`src/rtl/ball_pkg.sv`:
```
// ball_pkg: shared types and default geometry for the ball motion controller.
//   - ball_state_e : controller FSM states (IDLE, MOVE, MISS)
//   - COORD_W      : width of screen coordinates
//   - CALC_W       : one bit wider than COORD_W so that pos+speed cannot wrap
//   - *_DEF        : default screen / paddle / serve geometry
package ball_pkg;

  localparam int COORD_W = 11;
  localparam int CALC_W  = COORD_W + 1;

  localparam int SCREEN_W_DEF  = 640;
  localparam int SCREEN_H_DEF  = 480;
  localparam int BALL_SIZE_DEF = 8;
  localparam int PADDLE_Y_DEF  = 464;
  localparam int PADDLE_W_DEF  = 64;
  localparam int START_X_DEF   = 60;
  localparam int START_Y_DEF   = 60;
  localparam int STEP_DEF      = 2;
  localparam int MAX_STEP_DEF  = 8;

  typedef enum logic [1:0] {
    IDLE = 2'd0,
    MOVE = 2'd1,
    MISS = 2'd2
  } ball_state_e;

endpackage

```
`src/rtl/ball_motion_ctrl_axis_step.sv`:
```
// axis_step: combinational single-axis stepper with reflection at [lo, hi].
// Ports:
//   pos      in   current coordinate
//   dir      in   heading, 1 = increasing
//   speed    in   pixels per step
//   lo, hi   in   inclusive travel limits
//   next_pos out  coordinate after one step (clamped to the limit on reflection)
//   next_dir out  heading after one step
//   edge_hi  out  step would reach/cross hi; lets the caller override the
//                 high-side decision (y axis: paddle or miss)
module axis_step
  import ball_pkg::*;
#(
  parameter int SPD_W = 4
) (
  input  logic [COORD_W-1:0] pos,
  input  logic               dir,
  input  logic [SPD_W-1:0]   speed,
  input  logic [COORD_W-1:0] lo,
  input  logic [COORD_W-1:0] hi,
  output logic [COORD_W-1:0] next_pos,
  output logic               next_dir,
  output logic               edge_hi
);

  logic [CALC_W-1:0] pos_w, spd_w, lo_w, hi_w, up_w, dn_w;

  // Everything is compared in CALC_W bits so pos+speed never wraps.
  assign pos_w = CALC_W'(pos);
  assign spd_w = CALC_W'(speed);
  assign lo_w  = CALC_W'(lo);
  assign hi_w  = CALC_W'(hi);
  assign up_w  = pos_w + spd_w;
  assign dn_w  = pos_w - spd_w;

  always_comb begin
    next_pos = pos;
    next_dir = dir;
    edge_hi  = 1'b0;
    if (dir) begin
      if (up_w >= hi_w) begin
        next_pos = hi;
        next_dir = 1'b0;
        edge_hi  = 1'b1;
      end else begin
        next_pos = up_w[COORD_W-1:0];
      end
    end else begin
      if (pos_w < lo_w + spd_w) begin
        next_pos = lo;
        next_dir = 1'b1;
      end else begin
        next_pos = dn_w[COORD_W-1:0];
      end
    end
  end

endmodule

```
`src/rtl/ball_motion_ctrl.sv`:
```
// ball_motion_ctrl: per-frame ball sequencer (serve, step, wall/paddle
// reflection, miss detection).
// Optional feature macro: BALL_SPEEDUP_EN -- speed grows by 1 per paddle hit,
// saturating at MAX_STEP, and reloads to STEP on serve, miss and reset. When
// undefined the speed is the constant STEP.
// Ports:
//   clk, rst   clock, synchronous active-high reset
//   tick       one-cycle frame strobe; advances the ball in MOVE
//   serve      launch request, only honoured in IDLE
//   paddle_x   paddle left edge
//   x, y       ball top-left corner (registered, 1 cycle after tick)
//   xh, yh     headings, 1 = increasing
//   active     high in MOVE
//   hit        one-cycle pulse, coincident with the reflected position
//   miss       one-cycle pulse, ball lost (y shown clamped at the bottom)
module ball_motion_ctrl
  import ball_pkg::*;
#(
  parameter int SCREEN_W  = SCREEN_W_DEF,
  parameter int SCREEN_H  = SCREEN_H_DEF,
  parameter int BALL_SIZE = BALL_SIZE_DEF,
  parameter int PADDLE_Y  = PADDLE_Y_DEF,
  parameter int PADDLE_W  = PADDLE_W_DEF,
  parameter int START_X   = START_X_DEF,
  parameter int START_Y   = START_Y_DEF,
  parameter int STEP      = STEP_DEF,
  parameter int MAX_STEP  = MAX_STEP_DEF
) (
  input  logic               clk,
  input  logic               rst,
  input  logic               tick,
  input  logic               serve,
  input  logic [COORD_W-1:0] paddle_x,
  output logic [COORD_W-1:0] x,
  output logic [COORD_W-1:0] y,
  output logic               xh,
  output logic               yh,
  output logic               active,
  output logic               hit,
  output logic               miss
);

  // Speed register is sized for the ceiling so both builds share one width.
  localparam int SPD_W = $clog2(MAX_STEP + 1);

  localparam logic [COORD_W-1:0] X_HI   = COORD_W'(SCREEN_W - BALL_SIZE);
  localparam logic [COORD_W-1:0] Y_HI   = COORD_W'(PADDLE_Y - BALL_SIZE);
  localparam logic [CALC_W-1:0]  Y_PAD  = CALC_W'(PADDLE_Y - BALL_SIZE);
  localparam logic [CALC_W-1:0]  Y_BOT  = CALC_W'(SCREEN_H - BALL_SIZE);
  localparam logic [COORD_W-1:0] X_ST   = COORD_W'(START_X);
  localparam logic [COORD_W-1:0] Y_ST   = COORD_W'(START_Y);
  localparam logic [SPD_W-1:0]   SPD_ST = SPD_W'(STEP);

  ball_state_e        state_q, state_d;
  logic [COORD_W-1:0] x_q, x_d, y_q, y_d;
  logic               xh_q, xh_d, yh_q, yh_d;
  logic               hit_q, hit_d;
  logic [SPD_W-1:0]   speed;

`ifdef BALL_SPEEDUP_EN
  logic [SPD_W-1:0]   speed_q, speed_d;
  assign speed = speed_q;
`else
  assign speed = SPD_ST;
`endif

  // Per-axis steppers. y's high limit is the paddle top; the controller
  // decides between hit, pass-through and miss when y reaches it.
  logic [COORD_W-1:0] xs_pos, ys_pos;
  logic               xs_dir, ys_dir, ys_edge, x_edge_unused;

  axis_step #(.SPD_W(SPD_W)) u_x_step (
    .pos      (x_q),
    .dir      (xh_q),
    .speed    (speed),
    .lo       ('0),
    .hi       (X_HI),
    .next_pos (xs_pos),
    .next_dir (xs_dir),
    .edge_hi  (x_edge_unused)
  );

  axis_step #(.SPD_W(SPD_W)) u_y_step (
    .pos      (y_q),
    .dir      (yh_q),
    .speed    (speed),
    .lo       ('0),
    .hi       (Y_HI),
    .next_pos (ys_pos),
    .next_dir (ys_dir),
    .edge_hi  (ys_edge)
  );

  // Paddle overlap on the pre-step x, in CALC_W bits to avoid wrap.
  logic [CALC_W-1:0] x_w, y_w, px_w, y_up;
  logic              overlap;

  assign x_w     = CALC_W'(x_q);
  assign y_w     = CALC_W'(y_q);
  assign px_w    = CALC_W'(paddle_x);
  assign y_up    = y_w + CALC_W'(speed);
  assign overlap = (x_w + CALC_W'(BALL_SIZE) > px_w) &&
                   (x_w < px_w + CALC_W'(PADDLE_W));

  always_comb begin
    state_d = state_q;
    x_d     = x_q;
    y_d     = y_q;
    xh_d    = xh_q;
    yh_d    = yh_q;
    hit_d   = 1'b0;
`ifdef BALL_SPEEDUP_EN
    speed_d = speed_q;
`endif
    case (state_q)
      IDLE: begin
        // Parked; ticks ignored. Serve wins over a coincident tick.
        x_d  = X_ST;
        y_d  = Y_ST;
        xh_d = 1'b1;
        yh_d = 1'b1;
        if (serve) begin
          state_d = MOVE;
`ifdef BALL_SPEEDUP_EN
          speed_d = SPD_ST;
`endif
        end
      end
      MOVE: begin
        if (tick) begin
          x_d  = xs_pos;
          xh_d = xs_dir;
          if (ys_edge) begin
            // Hit only while the ball has not yet sunk below the paddle top;
            // a hit takes priority over a miss on the same tick.
            if (overlap && (y_w <= Y_PAD)) begin
              y_d   = Y_HI;
              yh_d  = 1'b0;
              hit_d = 1'b1;
`ifdef BALL_SPEEDUP_EN
              if (speed_q < SPD_W'(MAX_STEP)) speed_d = speed_q + 1'b1;
`endif
            end else if (y_up >= Y_BOT) begin
              y_d     = Y_BOT[COORD_W-1:0];
              state_d = MISS;
            end else begin
              y_d = y_up[COORD_W-1:0];
            end
          end else begin
            y_d  = ys_pos;
            yh_d = ys_dir;
          end
        end
      end
      MISS: begin
        x_d     = X_ST;
        y_d     = Y_ST;
        xh_d    = 1'b1;
        yh_d    = 1'b1;
        state_d = IDLE;
`ifdef BALL_SPEEDUP_EN
        speed_d = SPD_ST;
`endif
      end
      default: state_d = IDLE;
    endcase
  end

  always_ff @(posedge clk) begin
    if (rst) begin
      state_q <= IDLE;
      x_q     <= X_ST;
      y_q     <= Y_ST;
      xh_q    <= 1'b1;
      yh_q    <= 1'b1;
      hit_q   <= 1'b0;
`ifdef BALL_SPEEDUP_EN
      speed_q <= SPD_ST;
`endif
    end else begin
      state_q <= state_d;
      x_q     <= x_d;
      y_q     <= y_d;
      xh_q    <= xh_d;
      yh_q    <= yh_d;
      hit_q   <= hit_d;
`ifdef BALL_SPEEDUP_EN
      speed_q <= speed_d;
`endif
    end
  end

  assign x      = x_q;
  assign y      = y_q;
  assign xh     = xh_q;
  assign yh     = yh_q;
  assign hit    = hit_q;
  assign miss   = (state_q == MISS);
  assign active = (state_q == MOVE);

endmodule

```
`config.mk`:
```
export PLATFORM = sky130hd
export DESIGN_NAME = ball_motion_ctrl
export DESIGN_NICKNAME = d
export VERILOG_FILES = /design/src/rtl/ball_pkg.sv /design/src/rtl/ball_motion_ctrl_axis_step.sv /design/src/rtl/ball_motion_ctrl.sv
export SDC_FILE = /design/constraint.sdc
export NUM_CORES = 1
export LEC_CHECK = 0
export BUFFER_PORTS_ARGS = -buffer_cell sky130_fd_sc_hd__buf_4
export CORE_MARGIN = 2
export CORE_UTILIZATION = 50
export CTS_CLUSTER_DIAMETER = 30
export CTS_CLUSTER_SIZE = 40
export DETAILED_ROUTE_END_ITERATION = 16
export HOLD_SLACK_MARGIN = 0.02
export PLACE_DENSITY = 0.8
export SLEW_MARGIN = 20
export SYNTH_ARGS = -nofsm -noshare
export SYNTH_HDL_FRONTEND = slang
export SYNTH_SLANG_ARGS = --single-unit
```
`constraint.sdc`:
```
create_clock -name clk -period 2.7 [get_ports clk]
set_input_delay 0.27 -clock clk [delete_from_list [all_inputs] [get_ports clk]]
set_output_delay 0.27 -clock clk [all_outputs]
set_load 0.02 [all_outputs]
```
* Word level (Yosys, flattened, before mapping)
Index checks and enable logic that the tools add are counted.
W data, S select, Z words.
** Storage, ports and cells
- Bits in registers :: 27
- Input port bits :: 15
- Output and inout port bits :: 27
- Word-level logic and storage cells :: 74
** Cells by class
- $add $sub $neg :: 6
- $lt $le $gt $ge :: 8
- Equality and inequality tests :: 8
- Multiplexer cells :: 34
- Bitwise operators :: 3
- Reductions and logical operators :: 9
** Operators by type and width (number)
- $mux W11 :: 11
- $pmux W11 S2 :: 2
- $add A11 B2 Y12 const B :: 2
- $ge A12 B9 Y1 const B :: 2
- $lt A11 B2 Y1 const B :: 2
- $sub A11 B2 Y11 const B :: 2
- $mux W1 :: 13
- $add A11 B4 Y12 const B :: 1
- $add A11 B7 Y12 const B :: 1
- $ge A12 B10 Y1 const B :: 1
- $gt A12 B11 Y1 :: 1
- $lt A11 B12 Y1 :: 1
- $le A11 B9 Y1 const B :: 1
- $mux W2 :: 5
- $ne A2 B2 Y1 const B :: 3
- $reduce_and A5 Y1 :: 1
- $ne A2 B1 Y1 const B :: 2
- $pmux W1 S2 :: 2
- $pmux W2 S2 :: 1
- $reduce_or A4 Y1 :: 1
- $ne A3 B3 Y1 const B :: 1
- $not A1 Y1 :: 3
- $reduce_and A3 Y1 :: 1
- $eq A2 B1 Y1 const B :: 1
- other kinds (6) :: 7

* Depth between registers and ports, before layout
Gate-level depths: netlist (run 1).
- Depth after elaboration :: 8
- Gate-level depth with buffers :: 12
- Depth with buffers taken out :: 11

* Modules after synthesis
From an unflattened synthesis (run 1), not the netlist that was laid out.
** Second synthesis, totals
- Cell total of the unflattened synthesis :: 727
- Area, all modules :: 5542.8 µm²
** Modules (own cells, without submodules)
- ball_motion_ctrl :: instances 1, cells each 276, area each 2082.0 µm², sequential area each 540.5 µm²
- axis_step (u_x_step) :: instances 1, cells each 230, area each 1794.2 µm², sequential area each 0.0 µm²
- axis_step (u_y_step) :: instances 1, cells each 221, area each 1666.6 µm², sequential area each 0.0 µm²

* Worst setup path before layout (run 1)
No wires, ideal clock.
- Kind :: flip-flop to flip-flop
- Start :: register x_q[5] (netlist: x[5])
- End :: register y_q[2] (netlist: y[2])
- Library setup time :: 87 ps
- Arrival :: 2559 ps
- Required time :: 2613 ps
- Slack :: 54 ps
- Stages on the path, launching flop included :: 12
- Path buffers :: 2
- Period minus slack after synthesis :: 2646 ps
- Path through :: dfxtp_1 > clkbuf_1 > clkbuf_1 > nand3_1 > xnor2_1 > ha_1 > nand4_1 > a21oi_1 > a2111oi_0 > o31a_1 > o21ai_0 > o31ai_1
** On the way
- Longest elaborated chain between the ends :: 8
- Elaborated cells on any way between the ends :: 9
- Those cells by class :: add/sub: 1; order compare: 2; mux: 4; reduce/logical: 2
** RTL lines
- start, declared :: line ball_motion_ctrl.sv:55 : logic [COORD_W-1:0] x_q, x_d, y_q, y_d;
- start signal, assigned :: line ball_motion_ctrl.sv:172 : x_q <= X_ST;
- start signal, assigned :: line ball_motion_ctrl.sv:182 : x_q <= x_d;
- $add A11 B4 Y12 :: line ball_motion_ctrl.sv:102 : assign overlap = (x_w + CALC_W'(BALL_SIZE) > px_w) &&
- $gt A12 B11 Y1 :: line ball_motion_ctrl.sv:102
- $logic_and A1 B1 Y1 (*) :: line ball_motion_ctrl.sv:102
- $logic_and A1 B1 Y1 (*) :: line ball_motion_ctrl.sv:136 : if (overlap && (y_w <= Y_PAD)) begin
- $mux W11 (*) :: line ball_motion_ctrl.sv:136
- $mux W11 (*) :: line ball_motion_ctrl.sv:133 : if (ys_edge) begin
- $mux W11 (*) :: line ball_motion_ctrl.sv:130 : if (tick) begin
- $pmux W11 S2 (*) :: line ball_motion_ctrl.sv:115 : case (state_q)
- end signal, assigned :: line ball_motion_ctrl.sv:183 : y_q <= y_d;
- end, declared :: line ball_motion_ctrl.sv:55
Mark *: on every way between the ends. The rest lies on a longest branch, timed or not. The select of a mux whose other input is x is not followed.
A chain may end at the register's enable or synchronous reset.

* Final worst setup path (run 1)
- Start :: register x_q[8] (netlist: x[8])
- End :: register y_q[2] (netlist: y[2])
Same word-level chain as after synthesis.

==> results_dict.tcl, run 1 <==
set metrics [dict create \
    synth-edff-count 0 \
    cap_violations 0 \
    cts_tree "yes" \
    synth.mux.area_fraction 0.0104 \
    nNetsFinal 482 \
    clkPwrFrac 0.271 \
    p_per_area_mw_per_mm2 264 \
    netlist_instances 405 \
    hold_class "in -> reg" \
    p_leak_uw 0.00140 \
    ir_worst_vdd_mv 0.269 \
    synth_xor_area_frac 0.0547 \
    fin_util 0.605 \
    critPathLaunchType "flop" \
    status "finished, final reports clean" \
    hold_buffers 0 \
    track_usage 0.256 \
    crit_fanout 4 \
    regArea_um2 503 \
    tightest_slew_ps 765 \
    synth.top_cell.area_share 0.174 \
    p_sw_frac 0.337 \
    cts_buffers 3 \
    synth-seq-cells 25 \
    crit_required_ps 2910 \
    io_buffer_count 39 \
    synth_area_leaders "dfxtp_1 17%, ha_1 11%, nand2_1 4.8%" \
    synth_simple_gate_area_frac 0.278 \
    routed_wl_um 8160 \
    max_freq_mhz 398 \
    synth-compound-area-share 0.284 \
    post-route-min-period_ps 2510 \
    synth_flop_cell "dfxtp_1" \
    route.met3.wl_um 604 \
    cts_htree_levels 1 \
    grt_pass1_wl_um 13400 \
    drive_above_1_share 0.186 \
    synth_top_family_by_area "compound AO/OA/AOI/OAI gates" \
    dpl.hpwl_um 6010 \
    hold_viol_final 0 \
    first_global_vias 2943 \
    multi_input_area_mm2 0.00214 \
    synthAdderAreaFrac 0.113 \
    combPwrFrac 0.287 \
    die_w_um 79.9 \
    layout_commonest_cell "buf_4" \
    seq_area_frac_synth 0.174 \
    drtIter0Drc 344 \
    vias 3190 \
    ys_types 67 \
    post-synth-top-area-cell "dfxtp_1" \
    ios 42 \
    highest_layer "met4" \
    met1_length_um 3690 \
    core.rowCount 27 \
    final_cell_mix "64 x buf_4, 37 x nand2_1, 35 x nor2_1" \
    routedWlPerCell_um 15.9 \
    dieArea_mm2 0.00638 \
    via_per_inst 6.23 \
    min_from "rst" \
    maxSlewHeadroom 0.490 \
    drv_slew 0 \
    clk_latency_ps 290 \
    syn2layout_area_growth_pct 16.3 \
    die_h_um 79.9 \
    routabilityCongestion 0.962 \
    overflow 0 \
    finalSetupViolCount 0 \
    internal_power_uw 586 \
    holdWs_ps 368 \
    drcViolationCount 0 \
    seqPwrFrac 0.441 \
    firstDrtPassIters 5 \
    fin_skew_ps 13.9 \
    n_antenna_cell 0 \
    grt_max_degree 20 \
    clock-root-buffer "clkbuf_8" \
    ant_nets 0 \
    antenna_found_initial 0 \
    p_total_uw 884 \
    fillers 532 \
    yosysWarnings 0 \
    core_area_mm2 0.00554 \
    cts_setup_buffers 0 \
    start_util 0.520 \
    wl_met2_um 3690 \
    cts.sinks 25 \
    end_kind "flop" \
    critical_path_class "reg -> reg" \
    ctsLongestPathBuffers 2 \
    arrival_ps 2720 \
    p_switching_uw 298 \
    setup_tns_ps 0 \
    final.period_utilization 0.931 \
    async_flop_share 0 \
    r2r-start "x[8]" \
    path_clk_slew_ps 100 \
    synth_area_per_cell_um2 7.11 \
    startpoint "x[8]" \
    rsz0062_at_grt "false" \
    syn-cell-area_mm2 0.00288 \
]
-- worst max-delay path, cell delays in order (launching register included) --
cell	delay [ps]
dfxtp_1	350
and4_1	280
nand2_1	120
nor2_1	140
xor2_1	80
ha_1	300
nand3_1	110
nor3_1	250
o22a_1	170
o31a_1	240
o21ai_0	140
o31ai_1	240
-- registers in the layout (all words and copies together), names as in the netlist --
register / flops
state_q: 2
xh: 1
yh: 1
x: 10
hit: 1
y: 10
-- power groups by stage --
| stage | clock network [uW] | logic, uW | registers (uW) |
|---|---|---|---|
| CTS | 238 | 249 | 390 |
| floorplan | 0 | 163 | 402 |
| global route | 249 | 279 | 392 |
| global placement | 0 | 241 | 398 |
| finish | 240 | 254 | 390 |
| detailed placement | 0 | 247 | 398 |
-- metrics by stage --
stage,cell area (um2),setup slack (ps),std cells
2_1_floorplan,2880,54.3,406
3_3_place_gp,3300,271,508
3_5_place_dp,3300,114,508
4_1_cts,3340,86.2,512
5_1_grt,3350,13.8,512
6_report,3350,186,512
-- cell families after synthesis --
kind of cell / after synthesis
multiplexers: 3
buffers and inverters: 57
XOR/XNOR: 18
AND/OR/NAND/NOR: 157
AO/OA/AOI/OAI: 118
flip-flops: 25
other: 1
adder cells (fa/ha/maj): 26
-- layout make-up --
cell class,count,area share
Inverter,23,0.0258
Tap cell,72,0.0269
Clock buffer,3,0.0123
Clock inverter,1,0.00149
Multi-Input combinational cell,324,0.640
Sequential cell,25,0.150
Timing Repair Buffer,64,0.143
-- cells in the mapped netlist, drive strengths merged, types with 2 or more instances --
cell / number
o22a: 2
or4: 2
a31oi: 10
mux2i: 3
xnor2: 13
nand4: 10
o311a: 2
nor2b: 6
or3: 7
a211oi: 5
o21bai: 4
a2111oi: 2
or2: 2
a21oi: 22
buf: 13
nor4: 3
o211ai: 7
nand3: 23
a21o: 4
nand2: 37
and4: 5
o31ai: 5
nor2: 35
nor3: 16
o311ai: 2
o21ai: 29
a22oi: 5
and2: 3
a221oi: 3
clkbuf: 21
xor2: 5
inv: 23
o2111ai: 2
ha: 26
nand2b: 4
dfxtp: 25
-- metal layers --
metal / vias up / GRT usage
li1: 1550 / -
met5: - / 0
met4: 0 / 0.0627
met3: 21 / 0.0385
met2: 151 / 0.421
met1: 1468 / 0.350
-- timing repair --
item                       4_1_cts  5_1_grt
setup endpoints to repair        0        7
gates resized for setup          0        4
hold endpoints to repair         0        0
-- path summary, 6_finish.rpt --
| check | cells after the start | end | slack, ps |
|---|---|---|---|
| worst max-delay path | 11 | y[2] | 190 |
| worst min-delay path | 3 | state_q[0] | 370 |
| worst min register to register | 2 | x[4] | 590 |
| worst max register to register | 11 | y[2] | 190 |
(Power assumes the default switching activity.)
==> inputs of run 2 (changes only) <==
Settings changed: PLACE_DENSITY 0.8 to 0.77, SYNTH_HIERARCHICAL set to 1.
==> results_dict.tcl, run 2 <==
set metrics [dict create \
    critPathLaunchType "flop" \
    clock-root-buffer "clkbuf_8" \
    final_cell_mix "144 x conb_1, 143 x buf_4, 85 x ha_1" \
    layout_commonest_cell "conb_1" \
    yosysMostFrequentCell "ha_1" \
    synth_area_leaders "ha_1 20%, dfxtp_1 9.8%, xnor2_1 4.9%" \
    r2r-start "y[2]" \
    n_antenna_cell 0 \
    drv_slew 0 \
    crit_fanout 5 \
    start_util 0.511 \
    hold_viol_final 0 \
    post-synth-top-area-cell "ha_1" \
    p_per_area_mw_per_mm2 218 \
    fin_skew_ps 11.9 \
    maxSlewHeadroom 0.585 \
    placed_cells 1117 \
    netlist_instances 727 \
    core_area_mm2 0.0108 \
    overflow 0 \
    yosysWarnings 6 \
    via_per_inst 5.28 \
    ant_nets 0 \
    clk_latency_ps 290 \
    cap_violations 0 \
    ios 42 \
    ys_top_cells_by_count "88 x ha_1, 57 x inv_1, 56 x nand2_1" \
    rr_endpoint "y[4]" \
    seq_area_frac_synth 0.0975 \
    wl_met2_um 7960 \
    routabilityCongestion 0.905 \
    firstDrtPassIters 7 \
    synth_flop_cell "dfxtp_1" \
    status "finished, violations left" \
    dieArea_mm2 0.0119 \
    cts_tree "yes" \
    synth_area_per_cell_um2 7.62 \
    nNetsFinal 1100 \
    fillers 917 \
    track_usage 0.272 \
    ir_worst_vdd_mv 0.213 \
    vias 5972 \
    r2r_slack_ps -650 \
    ys_types 75 \
    synth.top_cell.area_share 0.199 \
    p_leak_uw 0.00376 \
    cts.sinks 27 \
    met1_length_um 6500 \
    route.met3.wl_um 665 \
    combPwrFrac 0.590 \
    setup_ws_ps -647 \
    die_h_um 109 \
    post-route-min-period_ps 3350 \
    arrival_ps 3550 \
    highest_layer "met4" \
    clkPwrFrac 0.157 \
    p_sw_frac 0.416 \
    reg2regPathDepth 16 \
    finalSetupViolCount 27 \
    routedWlPerCell_um 13.9 \
    syn2layout_area_growth_pct 36.8 \
    max_freq_mhz 299 \
    synth-edff-count 0 \
    internal_power_uw 965 \
    cts_buffers 3 \
    drtIter0Drc 245 \
    grt_pass1_wl_um 26000 \
    synth-seq-cells 27 \
    hold_class "in -> reg" \
    final.period_utilization 1.24 \
    dpl.hpwl_um 12500 \
    min_from "rst" \
    violations "setup timing" \
    critical_path_class "reg -> reg" \
    design_area_mm2 0.00758 \
    startpoint "y[2]" \
    antenna_found_initial 0 \
    crit_required_ps 2910 \
    async_flop_share 0 \
    p_switching_uw 686 \
    min_to "state_q[0]" \
    drcViolationCount 0 \
    min_path_cells 3 \
    rsz0062_at_grt "true" \
    cts_htree_levels 1 \
    syn-cell-area_mm2 0.00554 \
    placed_area_mm2 0.00727 \
    path_clk_slew_ps 110 \
    end_kind "flop" \
    stdcell_count 1130 \
    seqPwrFrac 0.254 \
    tightest_slew_ps 618 \
    io_buffer_count 41 \
    ctsLongestPathBuffers 2 \
    die_w_um 109 \
    drive_above_1_share 0.230 \
    first_global_vias 5711 \
    grt_max_degree 35 \
    core.rowCount 38 \
    routed_wl_um 15700 \
]
## run 2: cell count changes in the layout (fill, tap and decap cells not counted), sizes merged, moves of 10 or more
| cell | previous run | this run |
|---|---|---|
| conb | 2 | 144 |
| buf | 64 | 151 |
| ha | 26 | 88 |
| inv | 23 | 57 |
| a21oi | 22 | 51 |
| xor2 | 5 | 29 |
| nand2 | 37 | 56 |
| mux2i | 3 | 21 |
| xnor2 | 13 | 31 |
| o211ai | 7 | 21 |
| and3 | 1 | 13 |
| nand2b | 4 | 14 |
| nor3b | 0 | 10 |
## run 2: how the worst max path moves through the flow
stage / end / cells after the start
after floorplan: y[7] / 18
after global placement: y[7] / 16
after detailed placement: y[7] / 16
after CTS: y[7] / 16
after global routing: y[7] / 16
final: y[4] / 16
## run 2: final cells by class
| type | count | area [um2] | area share |
|---|---|---|---|
| multi-input cells | 751 | 5420 | 0.715 |
| repair buffers | 151 | 1160 | 0.153 |
| flip-flops and latches | 27 | 561 | 0.0739 |
| inverters | 57 | 214 | 0.0282 |
| well taps | 140 | 175 | 0.0231 |
| clock buffers | 3 | 41.3 | 0.00544 |
| clock inverters | 1 | 7.51 | 0.000990 |
## run 2: timing repair
| item | 4_1_cts | 5_1_grt |
|---|---|---|
| endpoints found under the setup margin | 27 | 27 |
| setup buffers | 7 | 2 |
| pin swaps | 28 | 19 |
| gates resized for setup | 27 | 18 |
| hold buffers | 0 | 0 |
## run 2: critical path: stages (launching register included)
cell,delay [ps]
dfxtp_4,370
ha_4,210
nand2b_4,160
a221oi_4,310
nand3_2,130
xnor2_2,180
ha_1,330
nand3_2,80
nor3_2,170
o31ai_2,100
buf_4,140
a31oi_2,230
buf_6,170
o31ai_4,110
buf_4,180
buf_4,120
o31ai_1,250
## run 2: logic make-up (layout without fill, tap and decap cells)
| logic type | count (synthesis) | count (layout) | share of synthesized area |
|---|---|---|---|
| AOI/OAI and AO/OA | 193 | 193 | 0.241 |
| xor gates and xnor gates | 60 | 60 | 0.0948 |
| adders and majority gates | 94 | 94 | 0.220 |
| buffers and inverters | 91 | 212 | 0.0731 |
| DFF | 27 | 27 | 0.0975 |
| muxes | 23 | 23 | 0.0420 |
| other | 2 | 144 | 0.00135 |
| and+or+nand+nor | 237 | 237 | 0.230 |
## run 2: routing by layer
metal  global-route usage  up-vias
met2                0.511      164
li1                     -     3044
met5                    0        -
met4                0.118        0
met3               0.0302       46
met1                0.308     2718
## run 2: through the flow
step | util | TNS, ps | hold WS (ps) | worst slack, ps | power, uW
after floorplan | - | -10020 | 432 | -860 | 1070
after global placement | 0.671 | -10240 | 546 | -574 | 1300
after detailed placement | 0.671 | -11570 | 551 | -648 | 1320
after CTS | 0.693 | -11390 | 230 | -596 | 1610
after global routing | 0.700 | -16530 | 222 | -846 | 1790
final | 0.700 | -12290 | 232 | -647 | 1650
## run 2: power by group through the flow
stage / registers (uW) / logic [uW] / clock network, uW
3_3_place_gp: 428 / 877 / 0
2_1_floorplan: 452 / 618 / 0
4_1_cts: 420 / 928 / 263
3_5_place_dp: 428 / 894 / 0
5_1_grt: 421 / 1090 / 279
6_report: 419 / 973 / 259
